[config.mk]
export PLATFORM = sky130hd
export DESIGN_NAME = aoi_exp_monitor
export DESIGN_NICKNAME = d
export VERILOG_FILES = /design/src/rtl/aoi_exp_pkg.sv /design/src/rtl/aoi_exp_sync.sv /design/src/rtl/aoi_exp_monitor.sv
export SDC_FILE = /design/constraint.sdc
export NUM_CORES = 1
export LEC_CHECK = 0
export ABC_AREA = 1
export CAP_MARGIN = 20
export CORE_AREA = 8 8 76 78
export DETAILED_ROUTE_END_ITERATION = 6
export DIE_AREA = 0 0 84 86
export HOLD_SLACK_MARGIN = 0.08
export PLACE_DENSITY = 0.84
export SKIP_CTS_REPAIR_TIMING = 1
export SLEW_MARGIN = 20
export SYNTH_ARGS = -nofsm -noshare
export SYNTH_HDL_FRONTEND = slang
export SYNTH_SLANG_ARGS = --single-unit
[constraint.sdc]
create_clock -name CLK -period 1.8 [get_ports CLK]
set_clock_uncertainty 0.2 [all_clocks]
set_input_delay 0.36 -clock CLK [delete_from_list [all_inputs] [get_ports CLK]]
set_output_delay 0.36 -clock CLK [all_outputs]
set_load 0.01 [all_outputs]
[src/rtl/aoi_exp_pkg.sv]
// Shared types and constants for the AOI expander monitor.
// Holds the monitor FSM state encoding, the result counter width and a
// saturating increment helper used by the live edge counter.
package aoi_exp_pkg;

    typedef enum logic [1:0] {
        IDLE   = 2'd0,
        COUNT  = 2'd1,
        REPORT = 2'd2
    } state_t;

    localparam int CNT_W   = 8;
    localparam int CNT_MAX = 255;

    function automatic logic [CNT_W-1:0] sat_inc(input logic [CNT_W-1:0] value,
                                                  input logic            inc);
        if (inc && (value != CNT_W'(CNT_MAX))) begin
            return value + 1'b1;
        end
        return value;
    endfunction

endpackage

[src/rtl/aoi_exp_sync.sv]
// Parameterized-width two-flop synchronizer with a per-bit reset value.
// Each bit is treated independently; no multi-bit coherency is implied.
module aoi_exp_sync
    import aoi_exp_pkg::*;
#(
    parameter int             W       = 1,
    parameter logic [W-1:0]   RST_VAL = '0
) (
    input  logic         clk,
    input  logic         rst,
    input  logic [W-1:0] d,
    output logic [W-1:0] q
);

    logic [W-1:0] meta;

    // Two-stage capture of the asynchronous inputs into the clock domain
    always_ff @(posedge clk or posedge rst) begin
        if (rst) begin
            meta <= RST_VAL;
            q    <= RST_VAL;
        end else begin
            meta <= d;
            q    <= meta;
        end
    end

endmodule

[src/rtl/aoi_exp_monitor.sv]
// Falling-edge window counter and expander-pair checker for an AOI gate.
// Counts synchronized falling edges of Y over WINDOW-cycle windows and
// reports each result through a VALID/READY handshake, flagging dropped
// results on OVR.  The expander-pair check that drives FAULT is only built
// when the macro AOI_EXP_FAULT_CHECK_EN is defined; otherwise FAULT is 0.
module aoi_exp_monitor
    import aoi_exp_pkg::*;
#(
    parameter int WINDOW    = 16,
    parameter int FAULT_LIM = 3
) (
    input  logic             CLK,
    input  logic             RST,
    input  logic             Y,
    input  logic             X,
    input  logic             XBAR,
    input  logic             EN,
    input  logic             READY,
    output logic             VALID,
    output logic [CNT_W-1:0] CNT,
    output logic             EDGE,
    output logic             OVR,
    output logic             FAULT
);

    localparam int         TMR_W    = 16;
    localparam logic [TMR_W-1:0] WIN_LAST = TMR_W'(WINDOW - 1);

    logic [2:0]       sync_q;
    logic             y_s;
    logic             x_s;
    logic             xbar_s;
    logic             y_d;

    state_t           state;
    state_t           state_nxt;
    logic [CNT_W-1:0] live_cnt;
    logic [CNT_W-1:0] live_nxt;
    logic [CNT_W-1:0] live_inc;
    logic [TMR_W-1:0] timer;
    logic [TMR_W-1:0] timer_nxt;
    logic [CNT_W-1:0] cnt_nxt;
    logic             valid_nxt;
    logic             ovr_nxt;
    logic             win_end;

    aoi_exp_sync #(
        .W       (3),
        .RST_VAL (3'b110)
    ) u_sync (
        .clk (CLK),
        .rst (RST),
        .d   ({Y, X, XBAR}),
        .q   (sync_q)
    );

    assign y_s    = sync_q[2];
    assign x_s    = sync_q[1];
    assign xbar_s = sync_q[0];

    // Delay synchronized Y one cycle and register a pulse on each 1->0 step
    always_ff @(posedge CLK or posedge RST) begin
        if (RST) begin
            y_d  <= 1'b1;
            EDGE <= 1'b0;
        end else begin
            y_d  <= y_s;
            EDGE <= y_d & ~y_s;
        end
    end

    // Next-state, window timing, result load and overrun decisions
    always_comb begin
        state_nxt = state;
        live_nxt  = live_cnt;
        timer_nxt = timer;
        cnt_nxt   = CNT;
        valid_nxt = VALID;
        ovr_nxt   = OVR;
        live_inc  = sat_inc(live_cnt, EDGE);
        win_end   = (timer == WIN_LAST);

        if (!EN) begin
            state_nxt = IDLE;
            live_nxt  = '0;
            timer_nxt = '0;
            valid_nxt = 1'b0;
        end else begin
            case (state)
                IDLE: begin
                    state_nxt = COUNT;
                    live_nxt  = '0;
                    timer_nxt = '0;
                end
                COUNT: begin
                    if (win_end) begin
                        cnt_nxt   = live_inc;
                        valid_nxt = 1'b1;
                        live_nxt  = '0;
                        timer_nxt = '0;
                        state_nxt = REPORT;
                    end else begin
                        live_nxt  = live_inc;
                        timer_nxt = timer + 1'b1;
                    end
                end
                REPORT: begin
                    if (win_end) begin
                        live_nxt  = '0;
                        timer_nxt = '0;
                        if (VALID && !READY) begin
                            ovr_nxt = 1'b1;
                        end else begin
                            cnt_nxt   = live_inc;
                            valid_nxt = 1'b1;
                        end
                    end else begin
                        live_nxt  = live_inc;
                        timer_nxt = timer + 1'b1;
                        if (VALID && READY) begin
                            valid_nxt = 1'b0;
                            state_nxt = COUNT;
                        end
                    end
                end
                default: begin
                    state_nxt = IDLE;
                end
            endcase
        end
    end

    // State, counters and reported result registers
    always_ff @(posedge CLK or posedge RST) begin
        if (RST) begin
            state    <= IDLE;
            live_cnt <= '0;
            timer    <= '0;
            CNT      <= '0;
            VALID    <= 1'b0;
            OVR      <= 1'b0;
        end else begin
            state    <= state_nxt;
            live_cnt <= live_nxt;
            timer    <= timer_nxt;
            CNT      <= cnt_nxt;
            VALID    <= valid_nxt;
            OVR      <= ovr_nxt;
        end
    end

`ifdef AOI_EXP_FAULT_CHECK_EN
    localparam logic [3:0] RUN_LAST = 4'(FAULT_LIM - 1);

    logic [3:0] bad_run;
    logic       pair_bad;

    assign pair_bad = (x_s == xbar_s);

    // Track consecutive invalid expander cycles and latch FAULT at the limit
    always_ff @(posedge CLK or posedge RST) begin
        if (RST) begin
            bad_run <= '0;
            FAULT   <= 1'b0;
        end else if (!pair_bad) begin
            bad_run <= '0;
        end else begin
            if (bad_run != 4'hF) begin
                bad_run <= bad_run + 4'd1;
            end
            if (bad_run == RUN_LAST) begin
                FAULT <= 1'b1;
            end
        end
    end
`else
    logic unused_expander;

    assign unused_expander = x_s ^ xbar_s;
    assign FAULT           = 1'b0;
`endif

endmodule

# Word level (Yosys, flattened, before mapping)
# Index checks and enable logic that the tools add are counted.
[totals]
inputBits = 7
word_cells = 63
output_inout_bits = 12
register_bits = 44
[classes]
addsub = 2
muxes = 24
n_eq_ne = 14
bitwise = 2
n_reduce_logical = 11
[op_table]
columns = ["op", "count"]
rows = [
  ["$mux W8", 7],
  ["$mux W16", 2],
  ["$pmux W16 S2", 1],
  ["$pmux W8 S2", 2],
  ["$add A16 B1 Y16 const B", 1],
  ["$eq A16 B4 Y1 const B", 1],
  ["$ne A3 B3 Y1 const B", 3],
  ["$add A8 B1 Y8 const B", 1],
  ["$mux W2", 4],
  ["$ne A4 B4 Y1 const B", 2],
  ["$ne A8 B8 Y1 const B", 1],
  ["$reduce_and A4 Y1", 2],
  ["$mux W1", 6],
  ["$ne A2 B2 Y1 const B", 3],
  ["$pmux W2 S3", 1],
  ["$reduce_and A5 Y1", 1],
  ["$logic_and A1 B1 Y1", 3],
  ["$ne A3 B1 Y1 const B", 1],
  ["$ne A3 B2 Y1 const B", 1],
  ["$reduce_and A3 Y1", 1],
  ["$eq A2 B1 Y1 const B", 1],
  ["$eq A2 B2 Y1 const B", 1],
  ["$logic_not A2 Y1", 1],
  ["$pmux W1 S2", 1],
  ["5 further kinds", 5],
]

# Longest topological paths before layout
# Gate-level depths: netlist of run 1.
[logic_depth]
depth_word = 7
mapped_depth = 10
mapped_depth_nobuf = 10

# By module
# A second synthesis of run 1 with hierarchy kept.
[hier_totals]
cells_unflattened = 309
hier_area_um2 = 2397.3
[by_module_without_submodules]
columns = ["module", "instances", "area_each_um2", "seq_area_each_um2", "cells_each"]
rows = [
  ["aoi_exp_monitor", 1, 2238.4, 952.2, 302],
  ["aoi_exp_sync", 1, 158.9, 155.1, 7],
]

# Least setup slack after synthesis of run 1
# Ideal clock, no wire load.
[synth_timing]
path_kind = "register to register"
from = "register state[0]"
to = "register timer[10]"
n_path_buf = 2
setup_slack_ns = 0.027
synth_period_minus_slack_ns = 1.773
arrival_time_ns = 1.452
setup_time_ns = 0.121
path_stages_with_launch = 10
required_time_ns = 1.479
cell_sequence = "dfrtp_1 -> inv_1 -> ha_1 -> buf_4 -> inv_1 -> nand2_2 -> buf_2 -> nand3_1 -> o21ai_0 -> nor2_1"
[synth_via]
elab_chain_cells = 4
word_cells_on_any_way = 7
classes_between = "eq/ne: 3; mux: 2; reduce/logical: 2"
[synth_rtl]
columns = ["element", "line_no", "source"]
rows = [
  ["start: declaration", "aoi_exp_monitor.sv:35", "state_t state;"],
  ["start signal: assignment", "aoi_exp_monitor.sv:143", "state <= state_nxt;"],
  ["$eq A2 B2 Y1 or $eq A2 B1 Y1 (tied branches)", "aoi_exp_monitor.sv:89", "case (state)"],
  ["$reduce_or A2 Y1 (no source line)", "--", ""],
  ["$pmux W16 S2", "aoi_exp_monitor.sv:89", ""],
  ["$mux W16", "aoi_exp_monitor.sv:83", "if (!EN) begin"],
  ["end signal: assignment", "aoi_exp_monitor.sv:145", "timer <= timer_nxt;"],
  ["end: declaration", "aoi_exp_monitor.sv:40", "logic [TMR_W-1:0] timer;"],
]
# Several ways; a longest one is shown, not always the timed one.
# A chain may end at the register's enable or synchronous reset.

# Worst setup path in the final report of run 1
[layout_timing]
from = "register CNT[1]"
to = "output port CNT[1]"
[layout_rtl]
columns = ["element", "line_no", "source"]
rows = [
  ["start: declaration", "aoi_exp_monitor.sv:20", "output logic [CNT_W-1:0] CNT,"],
  ["start signal: assignment", "aoi_exp_monitor.sv:146", "CNT <= cnt_nxt;"],
]
# No word-level cell between the ends.

==> flow_summary.toml, run 1 <==
[global_route]
first_global_vias = 2010
gr-total-overflow = 0
grtUsageMet3 = 0.03507
grt_usage = 0.1428
grt_use_met1 = 0.1675
met2_usage = 0.2456
top_usage_layer = "met2"
grt_first_pass_wirelength_microns = 8680
antenna_found_initial = 0
grt_max_degree = 29

[critical_path]
critPathBufInv = 1
worstPathMaxFanout = 2
r2r_cells = 10
crit_family = "buffers and inverters"
crit_start = "CNT[1]"
crit_chain = "clkdlybuf4s50_1"
criticalPathCategory = "reg -> out"
r2r-end = "CNT[1]"
cp.arrival_ns = 1.20
startpoint_type = "flop"
cp-end-kind = "output pin"
r2r_slack_ns = 0.10
crit_end = "CNT[1]"
required_ns = 1.24
max_stage_delay_ns = 0.55
r2r-start = "state[0]"
crit_cells = 1
crit_slowest_cell = "clkdlybuf4s50_1"

[clocking]
cts_made_buffers = 5
htreeDepth = 2
cts_sinks = 40
cts_tree = "done"
ctsRootBufferMaster = "clkbuf_8"
clk_pin_slew_ns = 0.08
clock_path_buffers = 2
clock_latency_ns = 0.30

[synthesis]
synth_compound_area_frac = 0.06427
yosys_warnings = 0
synth_most_common_cell = "nand2_1"
syn_inst = 303
ys_async_sr_fraction = 1.000
netlist_top_cells_count = "92 x nand2_1, 37 x dfrtp_1, 35 x inv_1, 26 x nand3_1, 24 x nor2_1"
yosys.area.top_type = "dfrtp_1"
synth_ff_type = "dfrtp_1"
ys_seq_area_frac = 0.4374
synth_edf_count = 0
synth.distinct_cells = 27
ys_seq_elements = 40
syn_area_sq_um = 2297
syn-num-nets = 316
yosys-top-cells-area = "dfrtp_1 40%, nand2_1 15%, inv_1 5.7%"
synth-simple-area-share = 0.3627
synth_top_family_by_area = "simple AND/OR/NAND/NOR gates"
avgSynthCellArea_sq_um = 7.582
muxShareOfSynthArea = 0
synthAdderAreaFrac = 0.03268
yosysTopAreaCellShare = 0.4031
synthXorXnorAreaFrac = 0.03050

[power]
p_per_area_nw_per_um2 = 968.5
power.leakage_nw = 1.418
share_comb_of_total_power = 0.431
power.switching_w = 0.001028
clkPwrFrac = 0.203
peakVddDrop_mv = 0.9006
total_power_w = 0.002834
switching_share = 0.3627
p_int_w = 0.001806
p_seq_frac = 0.366

[sta]
hold_viol = 0
setup_violations = 0
clock.fmax_ghz = 0.5681
fin_hold_ws_ns = 0.1588
maxSlewViolCount = 0
finalCritPeriodShare = 0.9780
period_needed_ns = 1.760

[layout]
drive_gt1_frac = 0.1966
fillers = 378
area_delta_synth_final_pct = 27.40
diodes = 0
layout.nets = 368

[detailed_routing]
wirelength_microns = 5091
avgRoutedWirePerCell_microns = 12.42
postRouteAntennaNets = 0
drtIter0Drc = 111
detail_route.first_pass.iterations = 4
routed_via_density = 5.183
drc_errors = 0
vias = 2125

[outcome]
status = "completed"

[placement]
port-buffer-count = 15
place_congestion = 0.9266
hpwlAfterDp_microns = 3726

[die]
dieArea_sq_um = 7224
start_util = 0.4996
core_region_area_sq_um = 4598
num_rows = 25
die_w_microns = 84
die_h_microns = 86
ios = 19

[flow_run]
drv_cap = 0

[hold_path]
holdCritPathClass = "reg -> reg"
## metrics by stage
stage               worst slack, ns  cells  area (sq um)    util  setup TNS, ns
floorplan                   0.02695    303          2297       -              0
global placement           -0.05844    399          2740  0.5959        -0.7066
detailed placement          -0.1039    399          2740  0.5959         -1.284
CTS                        -0.02044    407          2821  0.6136       -0.04047
global route               -0.02923    410          2927  0.6365        -0.1302
finish                      0.03969    410          2927  0.6365              0
## area by class of cell
class / instances / area, sq um / area share
clock buffers: 7 / 76.32 / 0.02608
repair buffers: 50 / 441.7 / 0.1509
inverters: 36 / 135.1 / 0.04617
flip-flops and latches: 40 / 1005 / 0.3433
multi-input cells: 222 / 1196 / 0.4087
well taps: 54 / 67.56 / 0.02309
clock inverters: 1 / 5.005 / 0.001710
## state kept, by name, summed over array words and instances (netlist names)
signal	count
CNT	8
EDGE	1
OVR	1
VALID	1
live_cnt	8
state	2
timer	16
u_sync.meta	1
u_sync.q	1
y_d	1
## kinds of logic (layout without fill, tap and decap cells)
family          after synthesis  after routing
compound gates               26             26
xor+xnor                      8              8
fa+ha+maj                     6              6
buf+inv                      41             94
flops                        40             40
other cells                   1              1
simple gates                181            181
## power groups by stage
stage | combinational [W] | clock (W) | sequential (W)
after detailed placement | 0.00110 | 0 | 0.00104
final | 0.00122 | 0.000574 | 0.00104
after global placement | 0.00107 | 0 | 0.00104
after global routing | 0.00136 | 0.000620 | 0.00105
after floorplan | 0.000590 | 0 | 0.00107
after CTS | 0.00111 | 0.000591 | 0.00103
## worst min-delay path by stage
stage / startpoint / endpoint / slack (ns) / cells after the start
floorplan: u_sync.meta[2] / u_sync.q[2] / 0.15 / 0
global placement: u_sync.meta[2] / u_sync.q[2] / 0.15 / 0
detailed placement: u_sync.meta[2] / u_sync.q[2] / 0.15 / 0
CTS: u_sync.meta[2] / u_sync.q[2] / 0.16 / 0
global route: u_sync.meta[2] / u_sync.q[2] / 0.16 / 0
finish: u_sync.meta[2] / u_sync.q[2] / 0.16 / 0
## per-layer routing
layer	up-vias	share of wire	routed length [microns]
met5	-	0	0
met4	0	0.017	87
met3	11	0.037	187
met2	41	0.50	2530
met1	990	0.45	2286
li1	1083	-	-
## cells in the final DEF (no fill, tap or decap), drive strengths merged, types with 6 or more instances in the layout
cell           Yosys  final
nor3               7      7
ha                 6      6
inv               36     36
nand3             28     28
nor2              28     28
nand2            100    100
clkbuf             2      7
a21oi              9      9
clkdlybuf4s50      0     13
buf                3     35
o21ai             14     14
nand4             18     18
dfrtp             37     37
(Power assumes the default switching activity.)
==> inputs of run 2 (changes only) <==
HOLD_SLACK_MARGIN = not set   (was 0.08)
==> results of run 2 <==
Same layout as run 1: the final DEF is identical, and so are final timing and power.
